--- config.mk ---
export PLATFORM = sky130hd
export DESIGN_NAME = ble_fifo_wr_ctrl
export DESIGN_NICKNAME = d
export VERILOG_FILES = /design/src/rtl/ble_fifo_wr_ctrl.sv
export SDC_FILE = /design/constraint.sdc
export NUM_CORES = 1
export LEC_CHECK = 0
export ABC_AREA = 1
export BUFFER_PORTS_ARGS = -buffer_cell sky130_fd_sc_hd__buf_2
export CORE_UTILIZATION = 50
export CTS_BUF_LIST = sky130_fd_sc_hd__clkbuf_4 sky130_fd_sc_hd__clkbuf_8
export CTS_CLUSTER_SIZE = 8
export DETAILED_ROUTE_END_ITERATION = 10
export MAX_ROUTING_LAYER = met4
export PLACE_DENSITY_LB_ADDON = 0.25
export SLEW_MARGIN = 10
export SYNTH_ARGS = -nofsm -noshare
export SYNTH_HDL_FRONTEND = slang
export SYNTH_SLANG_ARGS = --single-unit
--- constraint.sdc ---
create_clock -name W_CLK -period 2.3 [get_ports W_CLK]
set_input_delay 0.345 -clock W_CLK [delete_from_list [all_inputs] [get_ports W_CLK]]
set_output_delay 0.345 -clock W_CLK [all_outputs]
set_load 0.03 [all_outputs]
--- src/rtl/ble_fifo_wr_ctrl.sv ---
// Write-side pointer, address and flag control for the BLE PHY async FIFO.
// Define BLE_FIFO_DROP_CNT_EN to build the saturating dropped-write counter.
module ble_fifo_wr_ctrl #(
    parameter int unsigned ADDR_WIDTH  = 4,
    parameter int unsigned SYNC_STAGES = 2,
    parameter int unsigned AF_THRESH   = 2
) (
    input  logic                  W_CLK,
    input  logic                  W_rst,
    input  logic                  W_inc,
    input  logic [ADDR_WIDTH:0]   R_ptr,
    input  logic                  W_ovf_clr,
    output logic                  W_en,
    output logic [ADDR_WIDTH-1:0] W_addr,
    output logic [ADDR_WIDTH:0]   W_ptr,
    output logic                  W_full,
    output logic                  W_almost_full,
    output logic [ADDR_WIDTH:0]   W_level,
    output logic                  W_ovf,
    output logic [7:0]            W_drop_cnt
);

    localparam int unsigned PW = ADDR_WIDTH + 1;
    localparam logic [ADDR_WIDTH:0] AF_LEVEL = PW'((1 << ADDR_WIDTH) - AF_THRESH);

    logic [SYNC_STAGES-1:0][ADDR_WIDTH:0] sync_q;
    logic [ADDR_WIDTH:0] wq_rptr;
    logic [ADDR_WIDTH:0] rbin;
    logic [ADDR_WIDTH:0] wbin;
    logic [ADDR_WIDTH:0] wbin_next;
    logic [ADDR_WIDTH:0] wgray_next;
    logic [ADDR_WIDTH:0] full_target;
    logic [ADDR_WIDTH:0] level_next;
    logic                drop_evt;

    always_ff @(posedge W_CLK or posedge W_rst) begin
        if (W_rst) begin
            sync_q <= '0;
        end else begin
            sync_q <= {sync_q[SYNC_STAGES-2:0], R_ptr};
        end
    end

    assign wq_rptr = sync_q[SYNC_STAGES-1];

    always_comb begin
        rbin = '0;
        for (int unsigned i = 0; i < PW; i++) begin
            rbin[i] = ^(wq_rptr >> i);
        end
    end

    assign W_en       = W_inc & ~W_full;
    assign drop_evt   = W_inc & W_full;
    assign wbin_next  = wbin + PW'(W_en);
    assign wgray_next = (wbin_next >> 1) ^ wbin_next;
    assign level_next = wbin_next - rbin;
    assign W_addr     = wbin[ADDR_WIDTH-1:0];

    // Full when the next write pointer is exactly one lap ahead of the
    // synchronized (possibly stale) read pointer, so full is never optimistic.
    assign full_target = {~wq_rptr[ADDR_WIDTH:ADDR_WIDTH-1], wq_rptr[ADDR_WIDTH-2:0]};

    always_ff @(posedge W_CLK or posedge W_rst) begin
        if (W_rst) begin
            wbin          <= '0;
            W_ptr         <= '0;
            W_full        <= 1'b0;
            W_almost_full <= 1'b0;
            W_level       <= '0;
        end else begin
            wbin          <= wbin_next;
            W_ptr         <= wgray_next;
            W_full        <= (wgray_next == full_target);
            W_almost_full <= (level_next >= AF_LEVEL);
            W_level       <= level_next;
        end
    end

    always_ff @(posedge W_CLK or posedge W_rst) begin
        if (W_rst) begin
            W_ovf <= 1'b0;
        end else begin
            W_ovf <= drop_evt | (W_ovf & ~W_ovf_clr);
        end
    end

`ifdef BLE_FIFO_DROP_CNT_EN
    logic [7:0] drop_q;

    always_ff @(posedge W_CLK or posedge W_rst) begin
        if (W_rst) begin
            drop_q <= '0;
        end else if (drop_evt) begin
            if (drop_q != 8'hFF) begin
                drop_q <= drop_q + 8'd1;
            end
        end else if (W_ovf_clr) begin
            drop_q <= '0;
        end
    end

    assign W_drop_cnt = drop_q;
`else
    assign W_drop_cnt = 8'h00;
`endif

endmodule

After elaboration in Yosys (flattened, before gate mapping)

Cells that the tools add are included.
W data, S select, Z words.

$add $sub $neg: 2
Order comparisons: 1
Equal/unequal tests: 1
Bitwise gates (word level): 8
Reductions and logical operators: 5

Operators with widths:

| operator             | number |
|---|---|
| $reduce_xor A5 Y1    | 5 |
| $add A5 B1 Y5        | 1 |
| $eq A5 B5 Y1         | 1 |
| $ge A5 B4 Y1 const B | 1 |
| $sub A5 B5 Y5        | 1 |
| $xor A4 B5 Y5        | 1 |
| $and A1 B1 Y1        | 3 |
| $not A1 Y1           | 2 |
| $not A2 Y2           | 1 |
| $or A1 B1 Y1         | 1 |

Register bits: 28

Longest topological paths before layout

Gate-level depths: netlist of run 1.

Word-level depth: 5
Mapped depth: 17
Gate-level depth less buffers: 17

Worst setup path before layout of run 1

No wires, ideal clock.

Kind: register -> register
From: register W_full
To: register W_almost_full
Library setup time: 0.118 ns
Arrival time: 2.561 ns
Required time: 2.182 ns
Path slack: -0.379 ns
Stages on the path, launching flop included: 15
Path through: dfrtp_1 nor2_1 ha_1 ha_1 nand2_1 nand2_2 inv_1 ha_1 inv_1 nor2_1 nor2_1 nand2_1 nand3_1 nand2_1 nand2_1

Cells in the longest elaborated chain, start to end: 5

Ends and longest elaborated chain:

| what                   | RTL line | source |
|---|---|---|
| from (decl)            | 16       | `output logic W_full,` |
| from (signal assigned) | 74       | `W_full <= (wgray_next == full_target);` |
| $not A1 Y1             | 53       | `assign W_en = W_inc & ~W_full;` |
| $and A1 B1 Y1          | 53       |  |
| via W_en               | 13       | `output logic W_en,` |
| $add A5 B1 Y5          | 55       | `assign wbin_next = wbin + PW'(W_en);` |
| via wbin_next[2]       | 30       | `logic [ADDR_WIDTH:0] wbin_next;` |
| $sub A5 B5 Y5          | 57       | `assign level_next = wbin_next - rbin;` |
| $ge A5 B4 Y1           | 75       | `W_almost_full <= (level_next >= AF_LEVEL);` |
| to (signal assigned)   | 75       |  |
| to (decl)              | 17       | `output logic W_almost_full,` |

The timed path passes the listed nets, and every way through them passes these cells.

Worst setup path in the final report of run 1

From: register sync_q (netlist bit wq_rptr[3])
To: register W_almost_full

Cells in the longest elaborated chain, start to end: 3
Elaborated cells on any way between the ends: 6
Those cells by class: add/sub: 1; order compare: 1; reduce/logical: 4

Ends and longest elaborated chain:

| what                   | RTL line | source |
|---|---|---|
| from (decl)            | 26       | `logic [SYNC_STAGES-1:0][ADDR_WIDTH:0] sync_q;` |
| from (signal assigned) | 40       | `sync_q <= {sync_q[SYNC_STAGES-2:0], R_ptr};` |
| $reduce_xor A5 Y1      | 49       | `rbin[i] = ^(wq_rptr >> i);` |
| $sub A5 B5 Y5 (*)      | 57       |  |
| $ge A5 B4 Y1 (*)       | 75       |  |

Mark *: on every way between the ends. The rest lies on a longest branch, timed or not.

==> results.json, run 1 <==
{
  "syn2layout_area_growth_pct": 20.98,
  "max_freq_mhz": 459.8,
  "critPathArrivalTime_ps": 2410,
  "io_pins": 35,
  "critPathKind": "flip-flop to flip-flop",
  "status": "complete, no violations",
  "n_antenna_cell": 0,
  "dr.pass1.iters": 4,
  "highest_layer": "met4",
  "ctsHtreeMaxLevel": 1,
  "power_density_mw_per_mm2": 1553,
  "clkTransAtPathRegs_ps": 140,
  "final_area_mm2": 0.001573,
  "grt_pass1_wl_mm": 3.822,
  "finalMaxSlewViolations": 0,
  "leakage_nw": 0.8801,
  "cp_cell_sequence": "inv_1 > nand2_1 > nand2_2 > xor2_2 > xor2_1 > inv_1 > ha_2 > fa_2 > nor2_4 > nor2_1 > nand2_1 > nand3_1 > nand2_1 > nand2_1",
  "setup_viol": 0,
  "hold_violations": 0,
  "gp_congestion": 0.8408,
  "cts_buffers": 3,
  "wl_met3_um": 142,
  "cpMostUsedCell": "nand2_1",
  "r2r-end": "W_almost_full",
  "vias": 1029,
  "avgRoutedWirePerCell_um": 11.51,
  "synthesis.area_mm2": 0.001300,
  "ant_nets": 0,
  "drt_iter0_drc": 10,
  "layout-drive-gt1-share_pct": 28.65,
  "grt_pass1_vias": 946,
  "insertion_delay_ps": 330,
  "reg2regPathDepth": 14,
  "drc": 0,
  "clockBufferDepth": 2,
  "crit_fanout": 3,
  "antenna_found_initial": 0,
  "syn_inst": 149,
  "yosysWarnings": 0,
  "start_util_pct": 52.47,
  "wl_met2_mm": 1.233,
  "portBuffers": 26,
  "cp_data_required_time_ps": 2530,
  "fin_crit_sh_pct": 94.55,
  "ys_seq_area_share_pct": 51.97,
  "grt_max_degree": 28,
  "core_area_mm2": 0.002477,
  "cts_num_sinks": 27,
  "slowest_stage": "dfrtp_1",
  "crit_path_start_kind": "flip-flop",
  "cts_tree": "yes",
  "min_path_type": "input pin to async pin",
  "rrSetupSlack_ps": 130,
  "cts-root-buf": "clkbuf_4",
  "totalWireLength_mm": 2.475,
  "period_minus_slack_ps": 2175,
  "final_util_pct": 63.48,
  "cap_violations": 0,
  "wl_met1_mm": 1.022,
  "synth-seq-cells": 27,
  "viasPerCell": 4.786,
  "dieHeight_um": 52.99,
  "endpoint_kind": "flip-flop",
  "synth_cell_types": 17,
  "die_width_um": 52.99,
  "rows": 18,
  "vdd_drop_max_v": 0.001022,
  "grt-ovfl-total": 0,
  "dp_hpwl_mm": 1.822,
  "dpl_cell_area_mm2": 0.001485,
  "synth_area_per_cell_um2": 8.725,
  "skew_ps": 9.788,
  "die_area_mm2": 0.002808,
  "final_nets": 201,
  "max_stage_delay_ps": 420,
  "grt.total_usage_pct": 20.33,
  "regToRegStartpoint": "wq_rptr[3]"
}
==> registers in the layout, indices dropped and copies added (netlist names) <==
name	count
W_level	5
wbin	4
W_ptr	5
wq_rptr	5
W_ovf	1
sync_q	5
W_full	1
W_almost_full	1
==> routing by layer <==
layer	up-vias	track usage [%]
met1	473	21.89
met4	0	11.40
met5	-	-
li1	509	-
met2	40	35.02
met3	7	3.736
==> cells in the mapped netlist <==
master    count  area, µm²
nand2_1      40      150.1
dfrtp_1      27      675.7
inv_1        27      101.4
nand3_1      17      85.08
buf_4         8      60.06
nor2_1        7      26.28
ha_1          5      62.56
nand2_2       4      25.02
nand4_1       3      18.77
xor2_1        3      26.28
o21ai_0       2      10.01
and2_1        1      6.260
conb_1        1      3.750
fa_1          1      20.02
nand3b_1      1      7.510
nor3_1        1      5.000
xor2_2        1      16.27
==> worst max-delay path by stage <==
stage / start / to / depth (start not counted) / slack (ps)
3_3_place_gp: W_inc / W_almost_full / 16 / 50
4_1_cts: wq_rptr[3] / W_almost_full / 14 / 8
2_1_floorplan: W_full / W_almost_full / 14 / 40
5_1_grt: wq_rptr[4] / W_almost_full / 14 / -60
3_5_place_dp: W_inc / W_almost_full / 16 / -30
6_report: wq_rptr[3] / W_almost_full / 14 / 130
==> power by group <==
group,internal (mW),switching [mW]
registers,0.634,0.0895
logic,0.522,0.979
clock network,0.0800,0.139
==> cell usage in the layout (no fill, tap or decap) <==
cell and instances:
and2_1 1, nand2_2 4, ha_2 2, buf_2 26
xor2_2 2, nor3_1 1, nor2_1 5, nor2_4 2
o21ai_0 2, nand2_1 40, nand3_1 17, ha_4 2
clkbuf_4 4, xor2_1 2, dfrtp_2 1, conb_1 8
buf_4 7, dfrtp_1 26, ha_1 1, inv_1 25
inv_2 2, nand4_1 3, fa_2 1, nand3b_1 1
==> worst max-delay path, delay by kind of cell, from the launching register on <==
| family | cells | cell delay [ps] |
|---|---|---|
| simple gates | 8 | 580 |
| fa+ha+maj | 2 | 590 |
| xor+xnor | 2 | 340 |
| buf+inv | 2 | 140 |
| flops | 1 | 420 |
==> per-stage QoR <==
step	worst slack (ps)	power [mW]	TNS, ps	hold WS [ps]	instances
after floorplan	38.59	1.747	0	331.2	156
after global placement	45.58	2.061	0	331.5	208
after detailed placement	-33.16	2.122	-33.16	334.7	208
after CTS	7.647	2.352	0	51.23	212
after global routing	-60.20	2.642	-115.0	59.27	215
final	125.3	2.443	0	34.54	215
==> cells by family (layout without fill, tap and decap cells) <==
logic type,after synthesis,after routing,synth area share (%)
AOI/OAI and AO/OA,2,2,0.7700
other,1,8,0.2885
xor gates and xnor gates,4,4,3.273
DFF,27,27,51.97
adders and majority gates,6,6,6.352
buffers and inverters,35,64,12.42
and+or+nand+nor,74,74,24.93
==> timing repair <==
item,CTS,global route
hold endpoints to repair,0,0
hold buffers,0,0
gates resized for setup,1,8
setup endpoints to repair,2,2
buffers inserted,0,3
pin swaps,0,6
==> area by class of cell <==
type                       instances  area [µm²]
clock buffer                       4       30.03
sequential                        27       676.9
tap                               30       37.54
fill                             210       904.6
inverter                          27       101.3
timing repair buffer              33       182.7
multi-input combinational         94       544.3
Note: power is estimated with default switching activity, not from simulation.
==> run 2: changes to the inputs <==
==> constraint.sdc (replaced) <==
create_clock -name W_CLK -period 2.25 [get_ports W_CLK]
set_input_delay 0.3375 -clock W_CLK [delete_from_list [all_inputs] [get_ports W_CLK]]
set_output_delay 0.3375 -clock W_CLK [all_outputs]
set_load 0.03 [all_outputs]
==> results.json, run 2 (synthesized netlist as in run 1, its figures left out) <==
{
  "avgRoutedWirePerCell_um": 11.00,
  "crit_path_start_kind": "flip-flop",
  "core_area_mm2": 0.002477,
  "min_path_type": "input pin to flip-flop",
  "cts-root-buf": "clkbuf_4",
  "vdd_drop_max_v": 0.0009872,
  "io_pins": 35,
  "finalMaxSlewViolations": 0,
  "totalWireLength_mm": 2.353,
  "hold_violations": 0,
  "power_density_mw_per_mm2": 1581,
  "dpl_cell_area_mm2": 0.001488,
  "skew_ps": 12.91,
  "vias": 1039,
  "insertion_delay_ps": 330,
  "slowest_stage": "dfrtp_1",
  "viasPerCell": 4.855,
  "setup_viol": 0,
  "grt_pass1_wl_mm": 3.829,
  "dieHeight_um": 52.99,
  "critPathKind": "flip-flop to flip-flop",
  "final_common_cell": "nand2_1",
  "clkTransAtPathRegs_ps": 150,
  "antenna_found_initial": 0,
  "grt.total_usage_pct": 19.80,
  "grt_max_degree": 24,
  "power_mw": 2.475,
  "die_width_um": 52.99,
  "setup_slack_ps": 87.61,
  "cp_cell_sequence": "inv_2 > nand2_2 > nand2_4 > xor2_2 > xor2_1 > inv_1 > ha_2 > fa_2 > nor2_4 > nor2_1 > nand2_1 > nand3_1 > nand2_2 > nand2_1",
  "cap_violations": 0,
  "gp_congestion": 0.8051,
  "layout-drive-gt1-share_pct": 31.52,
  "ctsHtreeMaxLevel": 1,
  "crit_fanout": 3,
  "ant_nets": 0,
  "final_cell_mix": "nand2_1 (35), dfrtp_1 (26), buf_2 (26)",
  "cts_num_sinks": 27,
  "cts_tree": "yes",
  "rrSetupSlack_ps": 90,
  "critPathArrivalTime_ps": 2400,
  "rsz0062_at_grt": "yes",
  "rows": 18,
  "start_util_pct": 52.47,
  "slew-limit-headroom_pct": 46.01,
  "drt_iter0_drc": 12,
  "cp_data_required_time_ps": 2490,
  "final_area_mm2": 0.001565,
  "clockBufferDepth": 2,
  "dr.pass1.iters": 4,
  "final_nets": 200,
  "drc": 0,
  "n_antenna_cell": 0,
  "status": "complete, no violations",
  "leakage_nw": 0.8751,
  "grt_pass1_vias": 955,
  "endpoint_kind": "flip-flop",
  "grt-ovfl-total": 0,
  "max_stage_delay_ps": 440,
  "holdBufCountCts": 0,
  "dp_hpwl_mm": 1.835,
  "portBuffers": 26,
  "period_minus_slack_ps": 2162,
  "worst_slew_pin_slew_ps": 809.0,
  "cts_buffers": 3,
  "max_freq_mhz": 462.5,
  "pre_cts_ws_ps": -46.34,
  "syn2layout_area_growth_pct": 20.40,
  "fin_crit_sh_pct": 96.11,
  "die_area_mm2": 0.002808
}
## run 2: critical path, delay by kind of cell (launching register included)
family	cells	cell delay [ps]
xor+xnor	2	320
fa+ha+maj	2	590
buf+inv	2	130
flops	1	440
simple gates	8	580
## run 2: timing repair
| action | CTS | global route |
|---|---|---|
| resized for setup | 1 | 14 |
| buffers inserted | 1 | 1 |
| setup endpoints to repair | 2 | 2 |
| pin swaps | 1 | 5 |
## run 2: through the flow
stage	hold WS [ps]	utilization, %	cells	TNS (ps)
global placement	331.7	60.05	208	0
detailed placement	335.8	60.05	208	-54.55
CTS	93.73	61.57	213	0
finish	101.1	63.18	214	0
global route	83.59	63.18	214	-158.2
floorplan	331.2	-	156	0
## run 2: cell type report
class	count	area [µm²]
fillers	213	912.1
flip-flops and latches	27	676.9
multi-input cells	94	546.8
repair buffers	32	175.2
inverters	27	101.3
well taps	30	37.54
clock buffers	3	22.52
clock inverters	1	5.005
## run 2: worst paths after layout
kind                       startpoint             to  cells after the start
max                        wq_rptr[4]  W_almost_full                     14
min                          R_ptr[2]      sync_q[2]                      1
max reg2reg                wq_rptr[4]  W_almost_full                     14
min reg2reg                 sync_q[1]     wq_rptr[1]                      0
max in group asynchronous       W_rst        wbin[2]                      3
min in group asynchronous       W_rst  W_almost_full                      2
## run 2: metal layers
metal  routed length (µm)  GRT usage, %
met1                  942         21.43
met2                 1235         33.97
met3                  111         2.586
met4                   64         12.72
met5                    0             -
## run 2: power by group
part	internal [mW]	switching, mW	total (mW)
logic	0.526	0.997	1.52
clock network	0.0667	0.140	0.207
registers	0.648	0.0964	0.745
total	1.24	1.23	2.48
==> run 3: changes to the inputs <==
--- a/config.mk
+++ b/config.mk
@@ -7,7 +7,9 @@
 export LEC_CHECK = 0
 export ABC_AREA = 1
 export BUFFER_PORTS_ARGS = -buffer_cell sky130_fd_sc_hd__buf_2
-export CORE_UTILIZATION = 50
+export CELL_PAD_IN_SITES_DETAIL_PLACEMENT = 2
+export CELL_PAD_IN_SITES_GLOBAL_PLACEMENT = 2
+export CORE_UTILIZATION = 34
 export CTS_BUF_LIST = sky130_fd_sc_hd__clkbuf_4 sky130_fd_sc_hd__clkbuf_8
 export CTS_CLUSTER_SIZE = 8
 export DETAILED_ROUTE_END_ITERATION = 10
==> constraint.sdc (replaced) <==
create_clock -name W_CLK -period 2.6 [get_ports W_CLK]
set_input_delay 0.39 -clock W_CLK [delete_from_list [all_inputs] [get_ports W_CLK]]
set_output_delay 0.39 -clock W_CLK [all_outputs]
set_load 0.03 [all_outputs]
==> results.json, run 3 (synthesized netlist as in run 1, its figures left out) <==
{
  "max_stage_delay_ps": 410,
  "cts-root-buf": "clkbuf_8",
  "cts_buffers": 3,
  "r2r-end": "W_almost_full",
  "syn2layout_area_growth_pct": 18.00,
  "grt_pass1_vias": 1087,
  "start_util_pct": 35.51,
  "final_util_pct": 41.90,
  "die_width_um": 63.84,
  "top_usage_layer": "met2",
  "drt_iter0_drc": 31,
  "fin_cells": 227,
  "groute.layer.met3.usage_pct": 2.857,
  "avgRoutedWirePerCell_um": 13.33,
  "pre_cts_ws_ps": 53.44,
  "fillCellCount": 427,
  "core_area_mm2": 0.003661,
  "fin_crit_sh_pct": 91.37,
  "gp_congestion": 0.7909,
  "insertion_delay_ps": 280,
  "dp_hpwl_mm": 2.359,
  "setup_viol": 0,
  "met1_usage_pct": 19.20,
  "layout-drive-gt1-share_pct": 22.35,
  "power_density_mw_per_mm2": 1390,
  "critPathArrivalTime_ps": 2560,
  "rows": 22,
  "leakage_nw": 0.8619,
  "antenna_found_initial": 0,
  "portBuffers": 26,
  "clockBufferDepth": 2,
  "totalWireLength_mm": 3.027,
  "startpoint": "wq_rptr[4]",
  "dieHeight_um": 63.84,
  "skew_ps": 9.391,
  "status": "complete, no violations",
  "whs_ps": 143.0,
  "viasPerCell": 4.573,
  "cts_tree": "yes",
  "cts_num_sinks": 27,
  "cpMostUsedCell": "nand2_1",
  "min_path_type": "input pin to async pin",
  "grt_max_degree": 28,
  "grt.total_usage_pct": 17.05,
  "vias": 1038,
  "final_cell_mix": "nand2_1 (40), dfrtp_1 (27), inv_1 (27)",
  "drc": 0,
  "crit_path_start_kind": "flip-flop",
  "seq_area_um2": 675.6,
  "cp_cell_sequence": "inv_1 > nand2_1 > nand2_2 > xor2_4 > xor2_1 > inv_1 > ha_1 > fa_1 > nor2_2 > nor2_1 > nand2_1 > nand3_1 > nand2_1 > nand2_1",
  "final_common_cell": "nand2_1",
  "ant_nets": 0,
  "clkTransAtPathRegs_ps": 90,
  "n_antenna_cell": 0,
  "finalMaxSlewViolations": 0,
  "dr.pass1.iters": 4,
  "final_nets": 195,
  "grt_pass1_wl_mm": 5.064,
  "max_freq_mhz": 420.9,
  "slowest_stage": "dfrtp_1",
  "period_minus_slack_ps": 2376,
  "endpoint_kind": "flip-flop",
  "critPathKind": "flip-flop to flip-flop",
  "cap_violations": 0,
  "multi_input_area_um2": 510.5,
  "ctsHtreeMaxLevel": 1,
  "met2_usage_pct": 29.52,
  "io_pins": 35,
  "die_area_mm2": 0.004075,
  "reg2regPathDepth": 14,
  "cp_data_required_time_ps": 2780,
  "power_mw": 2.132,
  "rrSetupSlack_ps": 220,
  "placedCellCount": 223,
  "setup_slack_ps": 224.4,
  "regToRegStartpoint": "wq_rptr[4]",
  "crit_fanout": 3,
  "vdd_drop_max_v": 0.0004353,
  "grt-ovfl-total": 0,
  "hold_violations": 0
}
run 3: how the worst max path moves through the flow:
stage / end / slack [ps]
floorplan: W_almost_full / 90
global placement: W_almost_full / 200
detailed placement: W_almost_full / 50
CTS: W_almost_full / 130
global route: W_almost_full / -10
finish: W_almost_full / 220
run 3: routing by layer:
| layer | share of wire [%] | routed length [µm] |
|---|---|---|
| met5 | 0 | 0 |
| met4 | 1.5 | 46 |
| met3 | 3.1 | 95 |
| met2 | 53 | 1603 |
| met1 | 42 | 1281 |
run 3: metrics by stage:
stage | TNS (ps) | cell area [µm²]
floorplan | 0 | 1329
global placement | 0 | 1466
detailed placement | 0 | 1466
CTS | 0 | 1515
global route | -10.86 | 1534
finish | 0 | 1534
run 3: cell type report:
| cell class | instances | share of cell area [%] |
|---|---|---|
| repair buffers | 27 | 8.972 |
| multi-input cells | 94 | 33.28 |
| clock buffers | 4 | 3.181 |
| well taps | 48 | 3.915 |
| inverters | 27 | 6.607 |
| flip-flops and latches | 27 | 44.05 |
run 3: repair_timing:
| item | 4_1_cts | 5_1_grt |
|---|---|---|
| setup buffers | 0 | 0 |
| gates resized for setup | 0 | 4 |
| setup endpoints to repair | 0 | 2 |
| hold buffers | 0 | 0 |
run 3: where the power goes:
group          internal, mW  switching (mW)
registers             0.561          0.0741
clock network         0.121           0.131
logic                 0.374           0.872
run 3: worst max-delay path, delay by kind of cell (launching register included):
| kind | cells | cell delay, ps |
|---|---|---|
| adder cells (fa/ha/maj) | 2 | 630 |
| flip-flops | 1 | 410 |
| AND/OR/NAND/NOR | 8 | 730 |
| XOR/XNOR | 2 | 370 |
| buffers and inverters | 2 | 150 |
